<file path="src/rtl/pc_sequencer.sv">
// pc_sequencer
// Next-PC selection and interrupt/exception control for the MIPS fetch stage.
// Picks the next fetch PC from sequential, branch, jump, interrupt-vector and
// exception-vector sources, and drives the fetch PC write enable. It also
// raises the IF/ID and ID/EX flushes, latches pending interrupts and captures
// the return address (EPC). Kernel mode is PC bit 31.
//
// Ports
//   clk, reset       clock, asynchronous active-high reset
//   pc_plus_4        fetch PC + 4 (bit 31 = current mode)
//   id_pc_plus_4     PC + 4 of the instruction in ID
//   irq              external interrupt request (level)
//   stall            load-use stall, freezes the PC
//   branch_taken/branch_target   EX branch resolution
//   jump/jump_reg/jump_target    ID jump decode (jump_reg = jr/jalr)
//   exc              undefined instruction decoded in ID
//   pc_next/pc_write fetch PC value and write enable
//   flush_if/flush_id            pipeline register clears
//   epc/epc_write    registered return address and its $k0 write strobe
//   irq_pending      latched interrupt
//   state            0 RUN, 1 KERNEL, 2 GUARD
module pc_sequencer #(
   parameter logic [31:0] RESET_VEC = 32'h80000000,
   parameter logic [31:0] INT_VEC   = 32'h80000004,
   parameter logic [31:0] EXC_VEC   = 32'h80000008
) (
   input  logic        clk,
   input  logic        reset,
   input  logic [31:0] pc_plus_4,
   input  logic [31:0] id_pc_plus_4,
   input  logic        irq,
   input  logic        stall,
   input  logic        branch_taken,
   input  logic [31:0] branch_target,
   input  logic        jump,
   input  logic        jump_reg,
   input  logic [31:0] jump_target,
   input  logic        exc,
   output logic [31:0] pc_next,
   output logic        pc_write,
   output logic        flush_if,
   output logic        flush_id,
   output logic [31:0] epc,
   output logic        epc_write,
   output logic        irq_pending,
   output logic [1:0]  state
);

   typedef enum logic [1:0] {
      RUN    = 2'd0,
      KERNEL = 2'd1,
      GUARD  = 2'd2
   } stateT;

   // The reset PC decides which mode we come up in.
   localparam stateT RESET_STATE = RESET_VEC[31] ? KERNEL : RUN;

   stateT stateReg, nextState;
   logic  mode;
   logic  takeIrq;
   logic  takeExc;
   logic  redirect;

   // Branch targets inherit the current mode, so bit 31 of the target is dropped.
   logic  unusedBits;
   assign unusedBits = branch_target[31];

   assign mode = pc_plus_4[31];

   // Interrupts only in RUN, and only on a quiet cycle so nothing younger is lost.
   assign takeIrq = (stateReg == RUN) & irq_pending & ~branch_taken & ~jump
                    & ~exc & ~stall;
   // An exc on the wrong path (branch taken) or in kernel code is a nop.
   assign takeExc = exc & ~branch_taken & ~mode & (stateReg != KERNEL);

   assign redirect = branch_taken | takeExc | jump | takeIrq;

   always_comb begin
      pc_next   = pc_plus_4;
      pc_write  = 1'b1;
      flush_if  = 1'b0;
      flush_id  = 1'b0;
      epc_write = 1'b0;
      if (branch_taken) begin
         pc_next  = {mode, branch_target[30:0]};
         flush_if = 1'b1;
         flush_id = 1'b1;
      end else if (takeExc) begin
         pc_next   = EXC_VEC;
         flush_if  = 1'b1;
         flush_id  = 1'b1;
         epc_write = 1'b1;
      end else if (jump) begin
         // jr/jalr may drop to user but can never climb into kernel.
         pc_next  = jump_reg ? {jump_target[31] & mode, jump_target[30:0]}
                             : {mode, jump_target[30:0]};
         flush_if = 1'b1;
      end else if (takeIrq) begin
         // The instruction in ID completes; only the fetch slot is squashed.
         pc_next   = INT_VEC;
         flush_if  = 1'b1;
         epc_write = 1'b1;
      end else if (stall) begin
         pc_write = 1'b0;
      end
   end

   always_comb begin
      nextState = stateReg;
      case (stateReg)
         RUN: begin
            if (takeIrq | takeExc) nextState = KERNEL;
         end
         KERNEL: begin
            if (pc_write & ~pc_next[31]) nextState = GUARD;
         end
         GUARD: begin
            // Hold off interrupts until one user instruction has been fetched
            // without a redirect, so a handler return always makes progress.
            if (takeExc)                   nextState = KERNEL;
            else if (pc_write & ~redirect) nextState = RUN;
         end
         default: nextState = KERNEL;
      endcase
   end

   always_ff @(posedge clk or posedge reset) begin
      if (reset) stateReg <= RESET_STATE;
      else       stateReg <= nextState;
   end

   always_ff @(posedge clk or posedge reset) begin
      if (reset)        epc <= 32'd0;
      else if (takeExc) epc <= id_pc_plus_4 - 32'd4;
      else if (takeIrq) epc <= pc_plus_4 - 32'd4;
   end

   // Set wins over clear: a level irq still asserted at take stays pending.
   always_ff @(posedge clk or posedge reset) begin
      if (reset)        irq_pending <= 1'b0;
      else if (irq)     irq_pending <= 1'b1;
      else if (takeIrq) irq_pending <= 1'b0;
   end

   assign state = stateReg;

endmodule

</file>
<file path="config.mk">
export PLATFORM = sky130hd
export DESIGN_NAME = pc_sequencer
export DESIGN_NICKNAME = d
export VERILOG_FILES = /design/src/rtl/pc_sequencer.sv
export SDC_FILE = /design/constraint.sdc
export NUM_CORES = 1
export LEC_CHECK = 0
export CORE_MARGIN = 2
export CORE_UTILIZATION = 39
export DETAILED_ROUTE_END_ITERATION = 6
export PLACE_DENSITY = 0.82
export SLEW_MARGIN = 20
export SYNTH_ARGS = -nofsm -noshare
export SYNTH_HDL_FRONTEND = slang
export SYNTH_SLANG_ARGS = --single-unit
</file>
<file path="constraint.sdc">
create_clock -name clk -period 5.45 [get_ports clk]
set_input_delay 1.3625 -clock clk [delete_from_list [all_inputs] [get_ports clk]]
set_output_delay 1.3625 -clock clk [all_outputs]
set_load 0.005 [all_outputs]
</file>
Word level (Yosys, flattened, before mapping)
Cells that the tools add are included.
Storage, ports and cells
  register bits after elaboration: 35
  bits in latches: 0
  RAM bits: 0
  bits in read-only memories: 0
  output and inout bits: 71
  word-level logic and storage cells: 65
  memories kept: 0
Cells by class
  add/subtract/negate cells: 2
  multipliers: 0
  div/mod/pow operators: 0
  $lt $le $gt $ge: 0
  equality and inequality tests: 6
  shifts and indexed selects: 0
  muxes and demuxes: 28
  bitwise gates (word level): 22
  reduce and logical (&&, ||, !) cells: 4
Operator list (number)
  32-bit two-way mux: 7
  32-bit by 3-bit subtractor with 32-bit output, second input constant: 2
  1-bit two-way mux: 16
  1-bit AND: 11
  2-bit two-way mux: 4
  1-bit inverter: 7
  2-bit one-hot mux with 3 select lines: 1
  2-bit by 1-bit inequality test with 1-bit output, second input constant: 2
  1-bit bitwise OR: 4
  2-bit nonzero test: 2
  3-bit inequality test, second input constant: 1
  3-bit AND reduction: 1
  2-bit by 1-bit equality test with 1-bit output, second input constant: 1
  2-bit equality test, second input constant: 1
  2-bit logical NOT: 1
  2-bit inequality test, second input constant: 1

Logic depth before layout (Yosys ltp)
  word-level depth: 14
  depth in mapped cells: 15
  mapped depth without buffers: 10

Worst setup path before layout
No wires, ideal clock.
  path kind: input to register
  from: in branch_taken
  to: reg epc[16]
  library setup time: 134 ps
  arrival: 4572 ps
  required time: 5316 ps
  path slack: 743 ps
  cell stages on the path: 15
  cell sequence: buf_2 > nor3b_2 > buf_2 > nand2_2 > clkbuf_1 > clkbuf_1 > mux2i_1 > ha_1 > nor4b_1 > nand4_1 > o31a_1 > clkbuf_1 > o31a_1 > nor3_1 > o22ai_1
Between the ends
  longest elaborated chain between the ends: 6
  elaborated cells between the ends (all ways): 10
  those cells by class: mux: 1; bitwise: 8; reduce/logical: 1
Ends and longest elaborated chain
  from (decl): line 33  | input logic branch_taken,
  1-bit inverter (*): line 71, 74
  1-bit AND (2 in series): line 71  | assign takeIrq = (stateReg == RUN) & irq_pending & ~branch_taken & ~jump
  1-bit AND (2 in series): line 72  | & ~exc & ~stall;
  2-bit nonzero test (no line)
  to (signal assigned): line 134  | else if (takeExc) epc <= id_pc_plus_4 - 32'd4;
  to (signal assigned): line 135  | else if (takeIrq) epc <= pc_plus_4 - 32'd4;
  to (decl): line 43  | output logic [31:0] epc,
Every way passes the cells marked *; elsewhere a longest branch is shown, timed or not.
A chain may end at the register's enable or synchronous reset.

Worst setup path after layout
  from: in branch_taken
  to: out pc_next[25]
Between the ends
  longest elaborated chain between the ends: 9
  elaborated cells between the ends (all ways): 12
  those cells by class: mux: 4; bitwise: 8
Ends and longest elaborated chain
  1-bit inverter: line 71, 74
  1-bit AND (2 in series): line 71
  1-bit AND (2 in series): line 72
  32-bit two-way mux: line 98  | end else if (takeIrq) begin
  32-bit two-way mux: line 93  | end else if (jump) begin
  32-bit two-way mux: line 88  | end else if (takeExc) begin
  32-bit two-way mux (*): line 84  | if (branch_taken) begin
  to (decl): line 39  | output logic [31:0] pc_next,
Marks and branches as above.

==> results.ini <==
[placement]
port_buffers = 205
dpl_worst_slack_ns = 0.199
gp_congestion = 0.972
dpl_cell_area_mm2 = 0.00570
dpl.hpwl_um = 10700

[drt]
via_count = 4517
drtPass1Iterations = 7
drt_wl_total_um = 14200
vias_per_cell = 5.94
drc = 9
drtAntennaViolNets = 0
drtIter0Drc = 391
routedWlPerCell_um = 18.7

[critical_path]
critPathKind = primary input to primary output
regToRegSetupSlack_ns = 1.28
path_common_cell = clkdlybuf4s50_1
critPathCaptureType = primary output
rr_worst_depth = 10
cp_num_buf_inv = 4
worstPathCellList = clkdlybuf4s50_1, or3b_1, nor2_2, nor2_1, and2_1, buf_4, a222oi_1, inv_1, clkdlybuf4s50_1
r2r_start = state[0]
cp.required_ns = 4.09
crit_fanout = 29
worst_setup_path_start_kind = primary input
critical_path_arrival_ns = 3.91
max_stage_delay_ns = 0.49
reg2reg_to = epc[20]
path_delay_family = buffers and inverters
cp_slowest_cell = clkdlybuf4s50_1

[logic_synthesis]
synth_area_leader_cell = dfrtp_1
synth-main-ff-cell = dfrtp_1
synth.most_common_cell = nand2_1
syn-cell-area_mm2 = 0.00348
synth_edf_count = 0
syn_inst = 453
synth_area_per_cell_um2 = 7.68
synth.top_cells.by_count = 45 x nand2_1, 38 x nor2_1, 36 x inv_1
synth_top_area_share = 0.244
ys_seq_area_frac = 0.252
yosys_warnings = 0
yosys-top-cells-area = dfrtp_1 24%, a222oi_1 8.6%, nand2_1 4.9%, xor2_1 4.5%, xnor2_1 4.3%
async_reset_ff_frac = 1.00
ys_ff_latch = 35
ys_types = 62
syn_nets = 590

[cts]
cts_resized = 0
cts_inserted_buffers = 5
cts_setup_buffers = 0
clock-sinks = 35
path_clk_slew_ns = 0.08
clock-root-buffer = clkbuf_8
cts_max_level = 2
clockBufferDepth = 2
hold_buffers = 0
clock_latency_ns = 0.29
cts_tree = done

[hold_path]
hold_depth = 2
holdPathEnd = epc[1]
min_from = epc[1]
min_path_type = register to register

[timing]
min_period_ns = 5.27
clock.fmax_ghz = 0.190
setup_viol = 0
layout_worst_path_cycle_share = 0.967
relSlewSlack = 0.475
fin_tns_setup_ns = 0
rsz0062_at_grt = no
finClkSkew_ns = 0.00600
worst_pin_slew_ns = 0.788
setup_ws_ns = 0.182
maxSlewViolCount = 0
final-hold-violation-count = 0

[final_layout]
nets = 789
area_delta_synth_final_pct = 66.8
fillers = 744
insertedDiodeCount = 0
postLayoutCellArea_mm2 = 0.00581
drive_above_1_share = 0.0582

[die]
io_pins = 207
start_util = 0.401
fp.dieArea_mm2 = 0.00970
fp.dieW_um = 98.5
num_rows = 34
core_area_mm2 = 0.00868
die_h_um = 98.5

[pwr]
p_leak_nw = 2.28
powerDensity_mw_per_mm2 = 259
ir_drop_mv = 0.157
power_mw = 1.51

[grt]
grt_pass1_vias = 4556
antenna_found_initial = 0
grt_overflow_total = 0
grt_pass1_wl_um = 22500
grt_max_degree = 36
grtUsageTotal = 0.283

[run_status]
violations = design-rule violations
status = finished, violations left

[job]
max-cap-violations = 0

## worst max path at each step
stage	from	end	slack (ns)	cells past startpoint
after floorplan	branch_taken	epc[16]	0.74	15
after global placement	branch_taken	pc_next[25]	0.24	9
after detailed placement	branch_taken	pc_next[25]	0.20	9
after CTS	branch_taken	pc_next[25]	0.18	9
after global routing	branch_taken	pc_next[25]	0.04	9
final	branch_taken	pc_next[25]	0.18	9
## flip-flops by register name, indices dropped and copies added (netlist names)
signal	cells
epc	32
state	2
irq_pending	1
## cell families after synthesis
family | Yosys count | synth area share
buffers and inverters | 69 | 0.0769
DFF | 35 | 0.252
and+or+nand+nor | 177 | 0.265
xor gates and xnor gates | 35 | 0.0881
AOI/OAI and AO/OA | 125 | 0.282
adders and majority gates | 1 | 0.00359
muxes | 11 | 0.0324
## power by group
part	leakage, nW	internal, mW	switching, mW
Sequential	0.414	0.384	0.0768
Clock	0.0505	0.115	0.104
Combinational	1.81	0.481	0.345
## layout make-up
| cell class | count | area, um^2 | area share |
|---|---|---|---|
| multi-input combinational | 349 | 2350 | 0.405 |
| inverter | 36 | 135 | 0.0233 |
| sequential | 35 | 877 | 0.151 |
| clock inverter | 1 | 7.51 | 0.00129 |
| clock buffer | 7 | 96.3 | 0.0166 |
| tap | 108 | 135 | 0.0233 |
| timing repair buffer | 225 | 2200 | 0.379 |
## worst register-to-register path: cells and delay by family, from the launching register on
kind	cells	cell delay [ns]
xor+xnor	1	0.12
fa+ha+maj	1	0.30
compound gates	2	0.81
mux	1	0.34
flops	1	0.64
simple gates	5	1.85
## through the flow
| step | std cells | hold slack (ns) | utilization |
|---|---|---|---|
| 4_1_cts | 761 | 0.482 | 0.669 |
| 3_5_place_dp | 753 | 0.462 | 0.657 |
| 3_3_place_gp | 753 | 0.452 | 0.657 |
| 2_1_floorplan | 453 | 0.463 | - |
| 6_report | 761 | 0.476 | 0.669 |
| 5_1_grt | 761 | 0.538 | 0.669 |
## layout by cell type, fill, tap and decap left out, types with 3 or more instances in the layout
master,count
o21ai_0,17
buf_4,20
mux2i_1,9
nor2_1,37
nand2_1,45
xor2_1,18
o21a_1,5
a211oi_1,5
nand4_1,6
nor3_1,23
dfrtp_1,34
o21ai_1,3
clkdlybuf4s50_1,205
nor4_1,13
clkbuf_8,7
a22oi_1,4
a222oi_1,30
nand2b_1,6
o31ai_1,4
a21oi_1,6
nand4b_1,7
a31oi_1,8
or4_1,4
a22o_1,3
and4_1,3
inv_1,36
o2111ai_1,3
o22ai_1,8
xnor2_1,17
a21boi_0,3
and2_1,4
nand3_1,7
o211ai_1,8
or3_1,6
## per-layer routing
layer	vias up	routed length, um	GRT usage
li1	2127	-	-
met1	2123	5880	0.375
met2	251	6930	0.480
met3	16	1210	0.0426
met4	0	196	0.0832
met5	-	0	0
No activity file was read; power rests on OpenSTA's default activity.
